`src/rtl/multicycle_ctrl_if.sv`:
```
// multicycle_ctrl_if
// Bundles the signals between the multi-cycle MIPS control FSM and the shared
// datapath (ALU, unified memory port, IR, PC, register file).
//
// Ports / members:
//   OpCode, Funct   instruction fields from the IR
//   Zero            ALU zero flag
//   mem_ready       memory completes the current read/write this cycle
//   PCWrite .. LuOp datapath write enables, requests and mux selects
//   instr_done      one-cycle pulse in the final cycle of each instruction
//   Trap            illegal-instruction pulse
//   state           current FSM state, for debug
//
// Modports:
//   master  the control FSM (drives the control outputs)
//   slave   the datapath side (drives the instruction fields and flags)
interface multicycle_ctrl_if #(
  parameter int ST_W = 4
);
  logic [5:0]      OpCode;
  logic [5:0]      Funct;
  logic            Zero;
  logic            mem_ready;

  logic            PCWrite;
  logic            PCWriteCond;
  logic            IorD;
  logic            MemRead;
  logic            MemWrite;
  logic            IRWrite;
  logic            RegWrite;
  logic [1:0]      RegDst;
  logic [1:0]      MemtoReg;
  logic [1:0]      ALUSrcA;
  logic [1:0]      ALUSrcB;
  logic [1:0]      ALUOp;
  logic [1:0]      PCSource;
  logic            ExtOp;
  logic            LuOp;
  logic            instr_done;
  logic            Trap;
  logic [ST_W-1:0] state;

  modport master (
    input  OpCode, Funct, Zero, mem_ready,
    output PCWrite, PCWriteCond, IorD, MemRead, MemWrite, IRWrite, RegWrite,
           RegDst, MemtoReg, ALUSrcA, ALUSrcB, ALUOp, PCSource, ExtOp, LuOp,
           instr_done, Trap, state
  );

  modport slave (
    output OpCode, Funct, Zero, mem_ready,
    input  PCWrite, PCWriteCond, IorD, MemRead, MemWrite, IRWrite, RegWrite,
           RegDst, MemtoReg, ALUSrcA, ALUSrcB, ALUOp, PCSource, ExtOp, LuOp,
           instr_done, Trap, state
  );
endinterface

```
`src/rtl/multicycle_ctrl.sv`:
```
// multicycle_ctrl
// Main control FSM of the multi-cycle MIPS core. Sequences the shared datapath
// through FETCH / DECODE / EXEC / MEM / WB with a variable number of cycles per
// instruction, stalling on the memory ready handshake. ALU function selection
// beyond add/sub is left to the external ALU-control decoder (ALUOp=10).
//
// Ports:
//   clk      system clock
//   reset_n  synchronous reset, active-low; also gates every enable to 0
//   bus      multicycle_ctrl_if.master (instruction fields in, controls out)
//
// Optional feature (macro ILLEGAL_TRAP_EN):
//   defined   illegal instructions go DECODE -> TRAP, which pulses Trap,
//             PCWrite and instr_done for one cycle
//   undefined illegal instructions finish in DECODE as a NOP; Trap is 0
module multicycle_ctrl #(
  parameter int ST_W = 4
) (
  input logic               clk,
  input logic               reset_n,
  multicycle_ctrl_if.master bus
);

  localparam logic [ST_W-1:0] FETCH  = 'd0;
  localparam logic [ST_W-1:0] DECODE = 'd1;
  localparam logic [ST_W-1:0] MEMADR = 'd2;
  localparam logic [ST_W-1:0] MEMRD  = 'd3;
  localparam logic [ST_W-1:0] MEMWB  = 'd4;
  localparam logic [ST_W-1:0] MEMWR  = 'd5;
  localparam logic [ST_W-1:0] EXEC_R = 'd6;
  localparam logic [ST_W-1:0] RWB    = 'd7;
  localparam logic [ST_W-1:0] EXEC_I = 'd8;
  localparam logic [ST_W-1:0] IWB    = 'd9;
  localparam logic [ST_W-1:0] BRANCH = 'd10;
  localparam logic [ST_W-1:0] JUMP   = 'd11;
  localparam logic [ST_W-1:0] JR     = 'd12;
  localparam logic [ST_W-1:0] TRAP   = 'd13;

  localparam logic [5:0] OP_RTYPE = 6'h00;
  localparam logic [5:0] OP_J     = 6'h02;
  localparam logic [5:0] OP_JAL   = 6'h03;
  localparam logic [5:0] OP_BEQ   = 6'h04;
  localparam logic [5:0] OP_ADDI  = 6'h08;
  localparam logic [5:0] OP_ADDIU = 6'h09;
  localparam logic [5:0] OP_SLTI  = 6'h0a;
  localparam logic [5:0] OP_SLTIU = 6'h0b;
  localparam logic [5:0] OP_ANDI  = 6'h0c;
  localparam logic [5:0] OP_LUI   = 6'h0f;
  localparam logic [5:0] OP_LW    = 6'h23;
  localparam logic [5:0] OP_SW    = 6'h2b;

  localparam logic [5:0] FN_SLL   = 6'h00;
  localparam logic [5:0] FN_SRL   = 6'h02;
  localparam logic [5:0] FN_SRA   = 6'h03;
  localparam logic [5:0] FN_JR    = 6'h08;

  logic [ST_W-1:0] cur_state;
  logic [ST_W-1:0] nxt_state;

  logic       pc_write;
  logic       pc_write_cond;
  logic       iord;
  logic       mem_read;
  logic       mem_write;
  logic       ir_write;
  logic       reg_write;
  logic [1:0] reg_dst;
  logic [1:0] mem_to_reg;
  logic [1:0] alu_src_a;
  logic [1:0] alu_src_b;
  logic [1:0] alu_op;
  logic [1:0] pc_source;
  logic       ext_op;
  logic       lu_op;
  logic       done;
  logic       trap;
  logic       r_funct_legal;
  logic       shift_funct;

  // Legal R-type functions other than jr (jr has its own state).
  always_comb begin
    r_funct_legal = 1'b0;
    case (bus.Funct)
      6'h20, 6'h21, 6'h22, 6'h23, 6'h24, 6'h25, 6'h26, 6'h27,
      FN_SLL, FN_SRL, FN_SRA, 6'h2a, 6'h2b: r_funct_legal = 1'b1;
      default:                              r_funct_legal = 1'b0;
    endcase
  end

  // Shifts take the shift amount as ALU operand A instead of rs.
  assign shift_funct = (bus.Funct == FN_SLL) || (bus.Funct == FN_SRL) ||
                       (bus.Funct == FN_SRA);

  always_ff @(posedge clk) begin
    if (!reset_n) cur_state <= FETCH;
    else          cur_state <= nxt_state;
  end

  // Next state and all control outputs. Unlisted states (14, 15 and TRAP when
  // the trap feature is compiled out) fall through to the all-zero defaults
  // and return to FETCH. Reset overrides everything at the end so an
  // abandoned access never writes a register or the PC.
  always_comb begin
    nxt_state     = FETCH;
    pc_write      = 1'b0;
    pc_write_cond = 1'b0;
    iord          = 1'b0;
    mem_read      = 1'b0;
    mem_write     = 1'b0;
    ir_write      = 1'b0;
    reg_write     = 1'b0;
    reg_dst       = 2'b00;
    mem_to_reg    = 2'b00;
    alu_src_a     = 2'b00;
    alu_src_b     = 2'b00;
    alu_op        = 2'b00;
    pc_source     = 2'b00;
    ext_op        = 1'b0;
    lu_op         = 1'b0;
    done          = 1'b0;
    trap          = 1'b0;

    case (cur_state)
      FETCH: begin
        mem_read  = 1'b1;
        alu_src_b = 2'b01;
        if (bus.mem_ready) begin
          ir_write  = 1'b1;
          pc_write  = 1'b1;
          nxt_state = DECODE;
        end else begin
          nxt_state = FETCH;
        end
      end

      // ALU precomputes the branch target into ALUOut while dispatching.
      DECODE: begin
        alu_src_b = 2'b11;
        ext_op    = 1'b1;
        case (bus.OpCode)
          OP_LW, OP_SW: nxt_state = MEMADR;
          OP_RTYPE: begin
            if (bus.Funct == FN_JR) nxt_state = JR;
            else if (r_funct_legal) nxt_state = EXEC_R;
`ifdef ILLEGAL_TRAP_EN
            else nxt_state = TRAP;
`else
            else begin
              nxt_state = FETCH;
              done      = 1'b1;
            end
`endif
          end
          OP_ADDI, OP_ADDIU, OP_ANDI, OP_SLTI, OP_SLTIU, OP_LUI:
            nxt_state = EXEC_I;
          OP_BEQ:       nxt_state = BRANCH;
          OP_J, OP_JAL: nxt_state = JUMP;
          default: begin
`ifdef ILLEGAL_TRAP_EN
            nxt_state = TRAP;
`else
            nxt_state = FETCH;
            done      = 1'b1;
`endif
          end
        endcase
      end

      MEMADR: begin
        alu_src_a = 2'b01;
        alu_src_b = 2'b10;
        ext_op    = 1'b1;
        nxt_state = (bus.OpCode == OP_SW) ? MEMWR : MEMRD;
      end

      MEMRD: begin
        mem_read  = 1'b1;
        iord      = 1'b1;
        nxt_state = bus.mem_ready ? MEMWB : MEMRD;
      end

      MEMWB: begin
        reg_write  = 1'b1;
        mem_to_reg = 2'b01;
        done       = 1'b1;
      end

      MEMWR: begin
        mem_write = 1'b1;
        iord      = 1'b1;
        done      = bus.mem_ready;
        nxt_state = bus.mem_ready ? FETCH : MEMWR;
      end

      EXEC_R: begin
        alu_src_a = shift_funct ? 2'b10 : 2'b01;
        alu_op    = 2'b10;
        nxt_state = RWB;
      end

      RWB: begin
        reg_write = 1'b1;
        reg_dst   = 2'b01;
        done      = 1'b1;
      end

      EXEC_I: begin
        alu_src_a = 2'b01;
        alu_src_b = 2'b10;
        alu_op    = 2'b10;
        ext_op    = (bus.OpCode != OP_ANDI);
        lu_op     = (bus.OpCode == OP_LUI);
        nxt_state = IWB;
      end

      IWB: begin
        reg_write = 1'b1;
        done      = 1'b1;
      end

      BRANCH: begin
        alu_src_a     = 2'b01;
        alu_op        = 2'b01;
        pc_write_cond = 1'b1;
        pc_source     = 2'b01;
        done          = 1'b1;
      end

      // jal links the PC, which already holds PC+4 after FETCH.
      JUMP: begin
        pc_write  = 1'b1;
        pc_source = 2'b10;
        done      = 1'b1;
        if (bus.OpCode == OP_JAL) begin
          reg_write  = 1'b1;
          reg_dst    = 2'b10;
          mem_to_reg = 2'b10;
        end
      end

      JR: begin
        pc_write  = 1'b1;
        pc_source = 2'b11;
        done      = 1'b1;
      end

`ifdef ILLEGAL_TRAP_EN
      TRAP: begin
        trap     = 1'b1;
        pc_write = 1'b1;
        done     = 1'b1;
      end
`endif

      default: nxt_state = FETCH;
    endcase

    if (!reset_n) begin
      pc_write      = 1'b0;
      pc_write_cond = 1'b0;
      iord          = 1'b0;
      mem_read      = 1'b0;
      mem_write     = 1'b0;
      ir_write      = 1'b0;
      reg_write     = 1'b0;
      reg_dst       = 2'b00;
      mem_to_reg    = 2'b00;
      alu_src_a     = 2'b00;
      alu_src_b     = 2'b00;
      alu_op        = 2'b00;
      pc_source     = 2'b00;
      ext_op        = 1'b0;
      lu_op         = 1'b0;
      done          = 1'b0;
      trap          = 1'b0;
    end
  end

  assign bus.PCWrite     = pc_write;
  assign bus.PCWriteCond = pc_write_cond;
  assign bus.IorD        = iord;
  assign bus.MemRead     = mem_read;
  assign bus.MemWrite    = mem_write;
  assign bus.IRWrite     = ir_write;
  assign bus.RegWrite    = reg_write;
  assign bus.RegDst      = reg_dst;
  assign bus.MemtoReg    = mem_to_reg;
  assign bus.ALUSrcA     = alu_src_a;
  assign bus.ALUSrcB     = alu_src_b;
  assign bus.ALUOp       = alu_op;
  assign bus.PCSource    = pc_source;
  assign bus.ExtOp       = ext_op;
  assign bus.LuOp        = lu_op;
  assign bus.instr_done  = done;
  assign bus.Trap        = trap;
  assign bus.state       = cur_state;

endmodule

```
`src/flat_wrapper.sv`:
```
// flat-port wrapper written by rule: the top's interface ports become plain ports
module multicycle_ctrl_flat 
#(
  parameter int ST_W = 4
)
  (clk, reset_n, bus_OpCode, bus_Funct, bus_Zero, bus_mem_ready, bus_PCWrite, bus_PCWriteCond, bus_IorD, bus_MemRead, bus_MemWrite, bus_IRWrite, bus_RegWrite, bus_RegDst, bus_MemtoReg, bus_ALUSrcA, bus_ALUSrcB, bus_ALUOp, bus_PCSource, bus_ExtOp, bus_LuOp, bus_instr_done, bus_Trap, bus_state);
  multicycle_ctrl_if #(.ST_W(ST_W)) bus_i ();
  input logic clk;
  input logic reset_n;
  input wire logic [$bits(bus_i.OpCode)-1:0] bus_OpCode;
  input wire logic [$bits(bus_i.Funct)-1:0] bus_Funct;
  input wire logic [$bits(bus_i.Zero)-1:0] bus_Zero;
  input wire logic [$bits(bus_i.mem_ready)-1:0] bus_mem_ready;
  output wire logic [$bits(bus_i.PCWrite)-1:0] bus_PCWrite;
  output wire logic [$bits(bus_i.PCWriteCond)-1:0] bus_PCWriteCond;
  output wire logic [$bits(bus_i.IorD)-1:0] bus_IorD;
  output wire logic [$bits(bus_i.MemRead)-1:0] bus_MemRead;
  output wire logic [$bits(bus_i.MemWrite)-1:0] bus_MemWrite;
  output wire logic [$bits(bus_i.IRWrite)-1:0] bus_IRWrite;
  output wire logic [$bits(bus_i.RegWrite)-1:0] bus_RegWrite;
  output wire logic [$bits(bus_i.RegDst)-1:0] bus_RegDst;
  output wire logic [$bits(bus_i.MemtoReg)-1:0] bus_MemtoReg;
  output wire logic [$bits(bus_i.ALUSrcA)-1:0] bus_ALUSrcA;
  output wire logic [$bits(bus_i.ALUSrcB)-1:0] bus_ALUSrcB;
  output wire logic [$bits(bus_i.ALUOp)-1:0] bus_ALUOp;
  output wire logic [$bits(bus_i.PCSource)-1:0] bus_PCSource;
  output wire logic [$bits(bus_i.ExtOp)-1:0] bus_ExtOp;
  output wire logic [$bits(bus_i.LuOp)-1:0] bus_LuOp;
  output wire logic [$bits(bus_i.instr_done)-1:0] bus_instr_done;
  output wire logic [$bits(bus_i.Trap)-1:0] bus_Trap;
  output wire logic [$bits(bus_i.state)-1:0] bus_state;
  assign bus_i.OpCode = bus_OpCode;
  assign bus_i.Funct = bus_Funct;
  assign bus_i.Zero = bus_Zero;
  assign bus_i.mem_ready = bus_mem_ready;
  assign bus_PCWrite = bus_i.PCWrite;
  assign bus_PCWriteCond = bus_i.PCWriteCond;
  assign bus_IorD = bus_i.IorD;
  assign bus_MemRead = bus_i.MemRead;
  assign bus_MemWrite = bus_i.MemWrite;
  assign bus_IRWrite = bus_i.IRWrite;
  assign bus_RegWrite = bus_i.RegWrite;
  assign bus_RegDst = bus_i.RegDst;
  assign bus_MemtoReg = bus_i.MemtoReg;
  assign bus_ALUSrcA = bus_i.ALUSrcA;
  assign bus_ALUSrcB = bus_i.ALUSrcB;
  assign bus_ALUOp = bus_i.ALUOp;
  assign bus_PCSource = bus_i.PCSource;
  assign bus_ExtOp = bus_i.ExtOp;
  assign bus_LuOp = bus_i.LuOp;
  assign bus_instr_done = bus_i.instr_done;
  assign bus_Trap = bus_i.Trap;
  assign bus_state = bus_i.state;
  multicycle_ctrl #(.ST_W(ST_W)) u_core (.clk(clk), .reset_n(reset_n), .bus(bus_i));
endmodule
```
`config.mk`:
```
export PLATFORM = sky130hd
export DESIGN_NAME = multicycle_ctrl_flat
export DESIGN_NICKNAME = d
export VERILOG_FILES = /design/src/rtl/multicycle_ctrl_if.sv /design/src/rtl/multicycle_ctrl.sv /design/src/flat_wrapper.sv
export SDC_FILE = /design/constraint.sdc
export NUM_CORES = 1
export LEC_CHECK = 0
export CORE_ASPECT_RATIO = 0.8
export CORE_MARGIN = 8
export CORE_UTILIZATION = 39
export DETAILED_ROUTE_END_ITERATION = 8
export PLACE_DENSITY_LB_ADDON = 0.3
export SLEW_MARGIN = 40
export SYNTH_ARGS = -nofsm -noshare
export SYNTH_HDL_FRONTEND = slang
export SYNTH_SLANG_ARGS = --single-unit
```
`constraint.sdc`:
```
create_clock -name clk -period 1.8 [get_ports clk]
set_input_delay 0.36 -clock clk [delete_from_list [all_inputs] [get_ports clk]]
set_output_delay 0.36 -clock clk [all_outputs]
set_load 0.01 [all_outputs]
```
==> summary.md <==
| Metric | Value |
|---|---|
| Commonest register cell after synthesis | dfxtp_1 |
| Area contributors post-synth | dfxtp_1 10%, nor2_1 7.0%, nand2_1 6.5% |
| RSZ-0062 raised after global routing | true |
| Initial Utilization | 42.1% |
| Arr. time, crit path | 1.64 ns |
| Mux cell area share after synthesis | 1.25% |
| DRT iter0 DRCs | 197 |
| Register area share after synthesis | 9.97% |
| Synth unique cells | 44 |
| Post-route ant nets | 0 |
| Vias | 1570 |
| R2R depth | 6 |
| Routed WL | 5670 um |
| Layout Area Growth over Synthesis | 121% |
| Pwr Density | 273 mW/mm2 |
| # nets final | 240 |
| Syn Area/Cell | 6.38 um2 |
| Die X | 66.7 um |
| Syn nets | 142 |
| WS Path Type | primary input to output port |
| Max reg flops | 4 |
| Hold slack | 0.531 ns |
| Global-route wire length before repair | 6920 um |
| Crit path max fanout | 3 |
| Hold WC Path Type | primary input to flip-flop |
| Area leader, netlist | dfxtp_1 |
| Synth top area share | 9.97% |
| Compound-gate portion of the synthesized area | 30.8% |
| Vias per inst | 6.38 |
| Final period utilization | 111% |
| Worst Setup End Kind | output port |
| Synth Cell Area | 803 um2 |
| Largest net degree at the start of global routing | 9 |
| DRC viols | 0 |
| WHS Endpoint | u_core.bus.state[3]$_SDFF_PN0_ |
| Total grt overflow | 0 |
| Post-synth top cells | 15 x nor2_1, 14 x nand2_1, 9 x o21ai_0 |
| Root buf cell | clkbuf_4 |
| Startpoint Class | primary input |
| Dpl cells | 230 |
| Setup total negative slack | -0.574 ns |
| Yosys warns | 0 |
| Minimum clock period | 2.00 ns |
| Share of layout cells above drive strength 1 | 62.2% |
| CTS Buf Count | 3 |
| Number of synthesized flops with an enable pin | 0 |
| DIE HEIGHT | 56.6 um |
| # fillers | 68 |
| Overall routing resource usage | 22.9% |
| Pre-CTS worst setup slack | -0.886 ns |
| # diodes | 0 |
| Final critical-path setup slack | -0.202 ns |
| Post-Synth XOR/XNOR Area | 1.09% |
| FF-to-FF Start | u_core.bus.state[3]$_SDFF_PN0_ |
| Crit path required time | 1.44 ns |
| Full die area | 0.00378 mm2 |
| H-tree depth | 1 |
| Worst R2R End | u_core.bus.state[1]$_SDFF_PN0_ |
| Routability cong. | 0.939 |
| Outcome | complete, but fails checks |
| Max Freq | 500 MHz |
| TritonCTS clock tree | done |
| Initial antenna violation count | 0 |
| Non-Filler Instances | 246 |
| Cells on Worst Hold Path | 4 |
| Largest family of logic cells by synthesized area | simple AND/OR/NAND/NOR gates |
| Clock Latency Late Sink | 0.26 ns |
| First drt pass iteration count | 6 |
| IO Count | 43 |
| Synth Instances | 126 |
| DR WL/cell | 23.0 um |
| #FFs+latches synth | 4 |
| CTS clock-pin slew for the worst setup and hold paths | 0.05 ns |
| Core area | 0.00191 mm2 |
| Max-slew violations | 0 |
| Final setup fails | 5 |
| Setup Skew | 0.0132 ns |
| Hold buffers post-CTS | 0 |
| Top-count cell post-synth | nor2_1 |
| Internal reg-to-reg setup slack | -0.09 ns |
| Port Buffers | 40 |
| Synth Area in Simple Gates | 45.5% |
| Failing checks | setup timing |
| Clk buf depth | 2 |
| HP Start | bus_Funct[0] |
| LEAKAGE | 0.860 nW |
| CTS Sinks | 4 |
| Vias in the first global route | 1454 |
| Peak supply drop | 0.437 mV |
| Post-synth ARST share | 0% |
| Fin. Hold Viols | 0 |
| Detail Placement HPWL | 2920 um |
| Num rows | 14 |
| Post-Synth Adder-Cell Area | 0% |
| Max cap viols | 0 |
==> per-stage QoR <==
stage	power (mW)	area, um2	util (%)
floorplan	0.174	803	-
global placement	0.298	1530	80.3
detailed placement	0.306	1530	80.3
CTS	0.434	1700	88.9
global route	0.504	1770	92.8
finish	0.484	1770	92.8
==> cell type report <==
type | instances | area (um2) | share of cell area [%]
clock buffers | 3 | 22.5 | 1.27
inverters | 5 | 18.8 | 1.06
multi-input cells | 108 | 792 | 44.7
flip-flops and latches | 4 | 95.1 | 5.37
well taps | 24 | 30.0 | 1.69
repair buffers | 102 | 813 | 45.9
==> routing by layer <==
| layer | share of wire (%) | GRT usage [%] |
|---|---|---|
| met1 | 37 | 23.8 |
| met3 | 12 | 8.91 |
| met2 | 45 | 38.8 |
| met4 | 6.1 | 10.6 |
| met5 | 0 | 0 |
==> cells in the final DEF (no fill, tap or decap), types with 3 or more instances in the layout <==
master	instances
buf_4	47
buf_6	21
buf_2	13
clkbuf_2	11
nor2_1	8
nand2_1	8
a21oi_1	7
nand2_2	6
and3_1	5
inv_1	5
nor2_2	5
nand3_1	4
o21ai_0	4
clkdlybuf4s50_1	4
dfxtp_4	4
nor2b_1	3
o21ai_1	3
o31ai_1	3
clkbuf_4	3
==> cell families (layout without fill, tap and decap cells) <==
family | count (synthesis) | in the layout
AOI/OAI and AO/OA | 36 | 36
other | 1 | 1
and+or+nand+nor | 69 | 69
muxes | 1 | 1
DFF | 4 | 4
buffers and inverters | 14 | 110
xor gates and xnor gates | 1 | 1
==> worst max-delay path: stages <==
cell and delay, ns:
dlygate4sd2_1 0.29, inv_1 0.12, o211ai_1 0.30, a31o_1 0.24, a32o_1 0.19, buf_2 0.14
==> power breakdown <==
part / internal [mW] / switching, mW / leakage [nW]
combinational: 0.130 / 0.135 / 0.811
clock: 0.0756 / 0.0521 / 0.0138
sequential: 0.0861 / 0.00454 / 0.0355
total: 0.292 / 0.192 / 0.860
==> how the worst max path moves through the flow <==
stage / depth (start not counted) / endpoint / from
after floorplan: 3 / bus_instr_done / bus_Funct[0]
after detailed placement: 7 / bus_ALUSrcA[0] / bus_Funct[2]
after global placement: 5 / bus_instr_done / bus_Funct[0]
after global routing: 5 / bus_instr_done / u_core.bus.state[3]$_SDFF_PN0_
final: 6 / bus_instr_done / bus_Funct[3]
after CTS: 5 / bus_instr_done / bus_Funct[1]
==> repair_timing <==
action                                  CTS  global route
resized for setup                       147            53
cloned                                    0             0
endpoints found under the setup margin   22            20
setup buffers                             9             5
pin swaps                                15            13
Note: power is estimated with default switching activity, not from simulation.
